==> src/rtl/hazard_control_unit.sv <==
// rtl/hazard_control_unit.sv - pipeline stall/flush/forward sequencer with debug halt FSM
// Combinational hazard controls over registered RUN/HALT/STEP state and counters.
module hazard_control_unit #(
  parameter logic [7:0] MEM_TIMEOUT = 8'd15
) (
  input  logic        clk,
  input  logic        rst,
  input  logic [4:0]  Rs1D,
  input  logic [4:0]  Rs2D,
  input  logic [4:0]  Rs1E,
  input  logic [4:0]  Rs2E,
  input  logic [4:0]  RD_E,
  input  logic        ResultSrcE,
  input  logic        PCSrcE,
  input  logic [4:0]  RD_M,
  input  logic        RegWriteM,
  input  logic [4:0]  RDW,
  input  logic        RegWriteW,
  input  logic        MemReqM,
  input  logic        MemAckM,
  input  logic        HaltReq,
  input  logic        StepReq,
  output logic        StallF,
  output logic        StallD,
  output logic        StallE,
  output logic        StallM,
  output logic        FlushD,
  output logic        FlushE,
  output logic [1:0]  ForwardAE,
  output logic [1:0]  ForwardBE,
  output logic        Halted,
  output logic        MemErr,
  output logic [15:0] StallCnt
);

  typedef enum logic [1:0] {RUN, HALT, STEP} state_t;

  state_t      state_q, state_d;
  logic        halted_q, halted_d;
  logic        mem_err_q, mem_err_d;
  logic [7:0]  wait_q, wait_d;
  logic [15:0] stall_cnt_q, stall_cnt_d;
  logic        freeze;
  logic        load_use;

  function automatic logic [1:0] fwd_sel(input logic [4:0] rs, input logic [4:0] rd_m,
                                         input logic wr_m, input logic [4:0] rd_w,
                                         input logic wr_w);
    if (wr_m && rd_m != 5'd0 && rd_m == rs)      return 2'b10;
    else if (wr_w && rd_w != 5'd0 && rd_w == rs) return 2'b01;
    else                                         return 2'b00;
  endfunction

  assign freeze   = MemReqM & ~MemAckM;
  assign load_use = ResultSrcE & (RD_E != 5'd0) & ((RD_E == Rs1D) | (RD_E == Rs2D));

  always_comb begin
    StallF    = 1'b0;
    StallD    = 1'b0;
    StallE    = 1'b0;
    StallM    = 1'b0;
    FlushD    = 1'b0;
    FlushE    = 1'b0;
    ForwardAE = fwd_sel(Rs1E, RD_M, RegWriteM, RDW, RegWriteW);
    ForwardBE = fwd_sel(Rs2E, RD_M, RegWriteM, RDW, RegWriteW);
    if (rst) begin
      FlushD    = 1'b1;
      FlushE    = 1'b1;
      ForwardAE = 2'b00;
      ForwardBE = 2'b00;
    end else if (freeze || state_q == HALT) begin
      // A taken branch seen while halted stays parked in E until released.
      StallF = 1'b1;
      StallD = 1'b1;
      StallE = 1'b1;
      StallM = 1'b1;
    end else if (PCSrcE) begin
      FlushD = 1'b1;
      FlushE = 1'b1;
    end else if (load_use) begin
      StallF = 1'b1;
      StallD = 1'b1;
      FlushE = 1'b1;
    end
  end

  always_comb begin
    state_d     = state_q;
    wait_d      = freeze ? ((wait_q == 8'hFF) ? wait_q : wait_q + 8'd1) : 8'd0;
    mem_err_d   = mem_err_q | (freeze & (wait_d == MEM_TIMEOUT));
    stall_cnt_d = (StallF && stall_cnt_q != 16'hFFFF) ? stall_cnt_q + 16'd1 : stall_cnt_q;
    if (!freeze) begin
      case (state_q)
        RUN:     if (HaltReq) state_d = HALT;
        HALT:    if (StepReq) state_d = STEP;
                 else if (!HaltReq) state_d = RUN;
        STEP:    state_d = HALT;
        default: state_d = RUN;
      endcase
    end
    halted_d = (state_d == HALT);
  end

  always_ff @(posedge clk) begin
    if (rst) begin
      state_q     <= RUN;
      halted_q    <= 1'b0;
      mem_err_q   <= 1'b0;
      wait_q      <= 8'd0;
      stall_cnt_q <= 16'd0;
    end else begin
      state_q     <= state_d;
      halted_q    <= halted_d;
      mem_err_q   <= mem_err_d;
      wait_q      <= wait_d;
      stall_cnt_q <= stall_cnt_d;
    end
  end

  assign Halted   = halted_q;
  assign MemErr   = mem_err_q;
  assign StallCnt = stall_cnt_q;

endmodule

==> config.mk <==
export PLATFORM = sky130hd
export DESIGN_NAME = hazard_control_unit
export DESIGN_NICKNAME = d
export VERILOG_FILES = /design/src/rtl/hazard_control_unit.sv
export SDC_FILE = /design/constraint.sdc
export NUM_CORES = 1
export LEC_CHECK = 0
export ABC_CLOCK_PERIOD_IN_PS = 4200
export BUFFER_PORTS_ARGS = -buffer_cell sky130_fd_sc_hd__buf_4
export CAP_MARGIN = 20
export CORE_UTILIZATION = 28
export DETAILED_ROUTE_END_ITERATION = 7
export SLEW_MARGIN = 20
export SYNTH_ARGS = -nofsm -noshare
export SYNTH_HDL_FRONTEND = slang
export SYNTH_SLANG_ARGS = --single-unit
==> constraint.sdc <==
create_clock -name clk -period 4.2 [get_ports clk]
set_input_delay 0.63 -clock clk [delete_from_list [all_inputs] [get_ports clk]]
set_output_delay 0.63 -clock clk [all_outputs]
set_load 0.005 [all_outputs]
==> flow_summary.json, run 1 <==
{
  "hold_buffers": 0,
  "vdd_ir_drop_max_uv": 124,
  "fin_cells": 363,
  "crit_start": "RD_M[1]",
  "wl_per_cell_um": 11.5,
  "die-width_um": 81.2,
  "fin_crit_sh_pct": 66.9,
  "whs_endpoint": "MemErr",
  "ys_types": 37,
  "cp_slowest_cell": "or4_1",
  "track_usage_pct": 13.4,
  "synth-seq-cells": 28,
  "grt_pass1_wl_um": 6950,
  "gr-total-overflow": 0,
  "r2r_cells": 7,
  "seq_area_um2": 561,
  "fin_setup_tns_ns": 0,
  "cts.sinks": 28,
  "async_flop_share_pct": 0,
  "dp_hpwl_um": 3300,
  "root_buffer": "clkbuf_8",
  "final_antenna_net_count": 0,
  "cts-buffers-inserted": 3,
  "clock_path_buffers": 2,
  "crit_required_ns": 3.57,
  "nets": 336,
  "p_leak_nw": 0.975,
  "die-height_um": 81.2,
  "grt_pass1_vias": 1652,
  "cts_setup_buffers": 0,
  "cts_max_level": 1,
  "drc": 0,
  "antenna_cells": 0,
  "fin_crit_ns": 2.81,
  "finalHoldViolCount": 0,
  "clk-insertion-delay-late_ns": 0.28,
  "yosysWarnings": 0,
  "p_per_area_nw_per_um2": 248,
  "synth_fp_nets": 266,
  "arrival_ns": 2.18,
  "first_iter_violations": 129,
  "viasPerCell": 4.90,
  "cts_tree": "yes",
  "syn_area_um2": 1750,
  "die_area_um2": 6590,
  "layout-drive-gt1-share_pct": 27.8,
  "clk_pin_slew_ns": 0.10,
  "hold_depth": 2,
  "endpoint_kind": "output pin",
  "slowest_delay_ns": 0.51,
  "netlist.area_leader.share_pct": 32.0,
  "placed_cells": 359,
  "fill_cells": 597,
  "gp_congestion": 0.836,
  "finalSetupViolCount": 0,
  "design_area_um2": 2420,
  "synth_area_leader_cell": "dfxtp_1",
  "maxCapViolations": 0,
  "area_delta_synth_final_pct": 37.8,
  "avgSynthCellArea_um2": 8.01,
  "initial_core_util_pct": 29.3,
  "rsz0062_at_grt": "no",
  "synth.cells.most_frequent": "28 x dfxtp_1, 27 x nor2_1, 24 x xnor2_1",
  "core_um2": 5990,
  "drt_pre_antenna_iters": 4,
  "crit_type": "input port to output pin",
  "vias": 1778,
  "path_cells": "buf_4 -> or4_1 -> o21ai_0 -> nor3_1 -> nor4_1 -> buf_4",
  "hold-worst-slack_ns": 0.479,
  "yosysMostFrequentCell": "dfxtp_1",
  "hold_path.startpoint": "MemErr",
  "port_buffers": 72,
  "synthCells": 219,
  "grt_max_degree": 28,
  "ios": 73,
  "placed_area_um2": 2350,
  "yosysSeqAreaShare_pct": 32.0,
  "crit_fanout": 4,
  "grt_antenna_before_repair": 0,
  "worst_pin_slew_ns": 0.521,
  "fmax_mhz": 356,
  "synth_flop_cell": "dfxtp_1",
  "slew_viol_final": 0,
  "total_power_uw": 600,
  "critical_path.most_common_cell": "buf_4",
  "cp_top_family": "simple AND/OR/NAND/NOR gates",
  "multiInputGateArea_um2": 1130,
  "cts_resized": 0,
  "routed_wl_um": 4190,
  "skew_ns": 0.00104,
  "cp_num_buf_inv": 2,
  "r2r_start": "StallCnt[0]",
  "status": "finished, final reports clean",
  "ys_top_cells_by_area": "dfxtp_1 32%, xnor2_1 12%, xor2_1 10%",
  "reg2reg_slack_ns": 2.01,
  "placementRows": 28,
  "startpoint_type": "input port",
  "hp-class": "flip-flop to flip-flop",
  "synth_edf_count": 0,
  "reg2reg_to": "StallCnt[5]",
  "relSlewSlack_pct": 65.2
}
routing by layer:
layer  global-route usage [%]  routed length, um  vias up
met5                        0                  0        -
met4                     6.43                 74        0
met3                     2.81                346        5
met2                     23.2               1900       77
met1                     15.8               1870      789
li1                         -                  -      907
worst reg2reg max path, stage by stage (launching register included):
cell and delay, ns:
dfxtp_1 0.37, ha_1 0.23, and2_1 0.20, nand3_1 0.14, or3_1 0.39, nand2_2 0.18
or4_1 0.50, a21oi_1 0.13
registers in the layout, indices dropped and copies added, names as in the netlist:
register  count
state_q       2
wait_q        8
StallCnt     16
Halted        1
MemErr        1
cells in the final DEF, fill, tap and decap left out, drive strengths merged, types with 6 or more instances in the layout:
cell   Yosys  routed
buf        4      72
dfxtp     28      28
nor2      27      27
xnor2     24      24
xor2      20      20
nand3     20      20
nand2     14      14
o21ai      9       9
nor3       8       8
a21oi      8       8
nand4      8       8
and3       6       6
kinds of logic after synthesis:
| logic type | share of synthesized area, % |
|---|---|
| buf+inv | 3.49 |
| flops | 32.0 |
| mux | 1.14 |
| fa+ha+maj | 1.43 |
| xor+xnor | 22.0 |
| compound gates | 10.6 |
| simple gates | 29.4 |
where the power goes:
part           leakage (nW)  switching, mW  internal, mW
Combinational         0.713         0.0490        0.0633
Clock                0.0357         0.0871         0.128
Sequential            0.226        0.00360         0.269
Total                 0.975          0.140         0.460
worst max-delay path by stage:
stage | cells after the start | end
after CTS | 6 | ForwardBE[0]
after global routing | 6 | ForwardBE[0]
after floorplan | 4 | ForwardBE[0]
after global placement | 6 | ForwardBE[0]
final | 6 | ForwardBE[0]
after detailed placement | 6 | ForwardBE[0]
area by class of cell:
| type | count | area share [%] |
|---|---|---|
| inverter | 5 | 0.776 |
| timing repair buffer | 72 | 22.4 |
| sequential | 28 | 23.2 |
| tap | 75 | 3.88 |
| multi-input combinational | 179 | 46.8 |
| clock buffer | 3 | 1.71 |
| clock inverter | 1 | 1.24 |
metrics by stage:
stage	util [%]	worst slack, ns
detailed placement	39.2	1.40
global placement	39.2	1.40
CTS	40.4	1.38
global route	40.4	1.25
finish	40.4	1.39
floorplan	-	1.71
No activity file was read; power rests on OpenSTA's default activity.
==> run 2, diff against run 1 <==
--- a/config.mk
+++ b/config.mk
@@ -5,7 +5,7 @@
 export SDC_FILE = /design/constraint.sdc
 export NUM_CORES = 1
 export LEC_CHECK = 0
-export ABC_CLOCK_PERIOD_IN_PS = 4200
+export ABC_CLOCK_PERIOD_IN_PS = 2700
 export BUFFER_PORTS_ARGS = -buffer_cell sky130_fd_sc_hd__buf_4
 export CAP_MARGIN = 20
 export CORE_UTILIZATION = 28
==> constraint.sdc (replaced) <==
create_clock -name clk -period 2.7 [get_ports clk]
set_input_delay 0.405 -clock clk [delete_from_list [all_inputs] [get_ports clk]]
set_output_delay 0.405 -clock clk [all_outputs]
set_load 0.005 [all_outputs]
==> run 2 against run 1 <==
Highest routed layer unchanged. Worst setup slack got worse by 1.0 ns. Sequential share of layout area fell by 0.072 points. Global-route usage rose by 0.36 points. Largest cell class unchanged. Worst hold slack got worse by 0.075 ns.
==> flow_summary.json, run 2 (synthesis results as in run 1) <==
{
  "first_iter_violations": 72,
  "largest_reg_flops": 16,
  "path_cells": "buf_4 -> or4_1 -> o21ai_0 -> nor3_1 -> nor4_1 -> buf_4",
  "clk_pin_slew_ns": 0.09,
  "fin_setup_tns_ns": 0,
  "startpoint_type": "input port",
  "clk-insertion-delay-late_ns": 0.27,
  "die_area_um2": 6590,
  "nets": 337,
  "clock_path_buffers": 2,
  "p_int_uw": 716,
  "rsz0062_at_grt": "no",
  "cp_top_family": "simple AND/OR/NAND/NOR gates",
  "swShare_pct": 22.7,
  "cts_setup_buffers": 0,
  "viasPerCell": 4.86,
  "cp_slowest_cell": "or4_1",
  "dp_hpwl_um": 3430,
  "grt_pass1_wl_um": 7170,
  "cts-buffers-inserted": 3,
  "core_um2": 5990,
  "critical_path.most_common_cell": "buf_4",
  "finalSetupViolCount": 0,
  "switchingPower_uw": 210,
  "crit_type": "input port to output pin",
  "grt_max_degree": 28,
  "die-width_um": 81.2,
  "arrival_ns": 1.96,
  "crit_required_ns": 2.30,
  "placed_area_um2": 2350,
  "grt_pass1_vias": 1754,
  "maxCapViolations": 0,
  "r2r_cells": 7,
  "drt_pre_antenna_iters": 4,
  "routed_wl_um": 4270,
  "reg2reg_slack_ns": 0.51,
  "hold_depth": 3,
  "p_seq_share_pct": 45.8,
  "fin_crit_ns": 2.36,
  "fill_cells": 607,
  "whs_endpoint": "state_q[1]",
  "worst_pin_slew_ns": 0.429,
  "hp-class": "input port to flip-flop",
  "grt_antenna_before_repair": 0,
  "slowest_delay_ns": 0.50,
  "gp_congestion": 0.836,
  "hold_buffers": 0,
  "cp_num_buf_inv": 2,
  "cts.sinks": 28,
  "port_buffers": 72,
  "finalWorstSetupSlack_ns": 0.340,
  "crit_fanout": 4,
  "final_common_cell": "buf_4",
  "reg2reg_to": "StallCnt[5]",
  "status": "finished, final reports clean",
  "vdd_ir_drop_max_uv": 169,
  "hold_path.startpoint": "StepReq",
  "cts_max_level": 1,
  "p_clk_share_pct": 35.2,
  "p_per_area_nw_per_um2": 382,
  "comb_power_share_pct": 19.0,
  "r2r_start": "StallCnt[0]",
  "relSlewSlack_pct": 71.1,
  "die-height_um": 81.2,
  "fmax_mhz": 424,
  "area_delta_synth_final_pct": 38.2,
  "endpoint_kind": "output pin",
  "drc": 0,
  "placementRows": 28,
  "final_antenna_net_count": 0,
  "wl_per_cell_um": 11.7,
  "fin_crit_sh_pct": 87.4,
  "hold-worst-slack_ns": 0.405,
  "antenna_cells": 0,
  "root_buffer": "clkbuf_8",
  "track_usage_pct": 13.8,
  "finalHoldViolCount": 0,
  "cts_resized": 0,
  "ios": 73,
  "initial_core_util_pct": 29.3,
  "final_util_pct": 40.5,
  "gr-total-overflow": 0,
  "p_leak_nw": 0.980,
  "slew_viol_final": 0,
  "vias": 1770,
  "final_cell_mix": "73 x buf_4, 28 x dfxtp_1, 27 x nor2_1",
  "layout-drive-gt1-share_pct": 28.0,
  "skew_ns": 0.00568,
  "design_area_um2": 2420,
  "cts_tree": "yes",
  "place_ws_ns": 0.365
}
==> run 2: cell types whose count changed in the layout (fill, tap and decap cells not counted) <==
cell | previous run | this run
buf_4 | 72 | 73
==> run 2: how the worst max path moves through the flow <==
stage	from	to	slack (ns)	cells after the start
6_report	RD_M[1]	ForwardBE[0]	0.34	6
5_1_grt	RD_M[1]	ForwardBE[0]	0.28	6
4_1_cts	RD_M[1]	ForwardBE[0]	0.35	6
3_5_place_dp	RD_M[1]	ForwardBE[0]	0.36	6
3_3_place_gp	RD_M[1]	ForwardBE[0]	0.35	6
2_1_floorplan	RD_M[1]	ForwardBE[0]	0.66	4
==> run 2: layer usage <==
metal	up-vias	GRT usage, %	routed length (um)
met5	-	0	0
met4	0	5.89	77
met3	6	3.03	311
met2	63	24.8	2010
met1	794	15.6	1870
li1	907	-	-
==> run 2: final cells by class <==
class / count / area (um2) / share of cell area, %
well taps: 75 / 93.8 / 3.87
clock inverters: 1 / 30.0 / 1.24
flip-flops and latches: 28 / 561 / 23.1
inverters: 5 / 18.8 / 0.774
repair buffers: 73 / 548 / 22.6
multi-input cells: 179 / 1130 / 46.7
clock buffers: 3 / 41.3 / 1.70
==> run 2: tightest hold or removal path, delay by kind of cell <==
family | cells | cell delay (ns)
buf+inv | 1 | 0.08
simple gates | 1 | 0.08
compound gates | 1 | 0.07
==> run 2: power by group through the flow <==
stage          Combinational, mW  Sequential, mW  Clock [mW]
6_report                   0.176           0.424       0.326
5_1_grt                    0.194           0.425       0.359
3_5_place_dp               0.179           0.433           0
4_1_cts                    0.180           0.424       0.338
3_3_place_gp               0.178           0.434           0
2_1_floorplan             0.0862           0.433           0
==> run 2: per-stage QoR <==
stage,cells,power (mW)
after CTS,364,0.942
after detailed placement,360,0.613
after global routing,364,0.978
after floorplan,219,0.519
final,364,0.926
after global placement,360,0.611
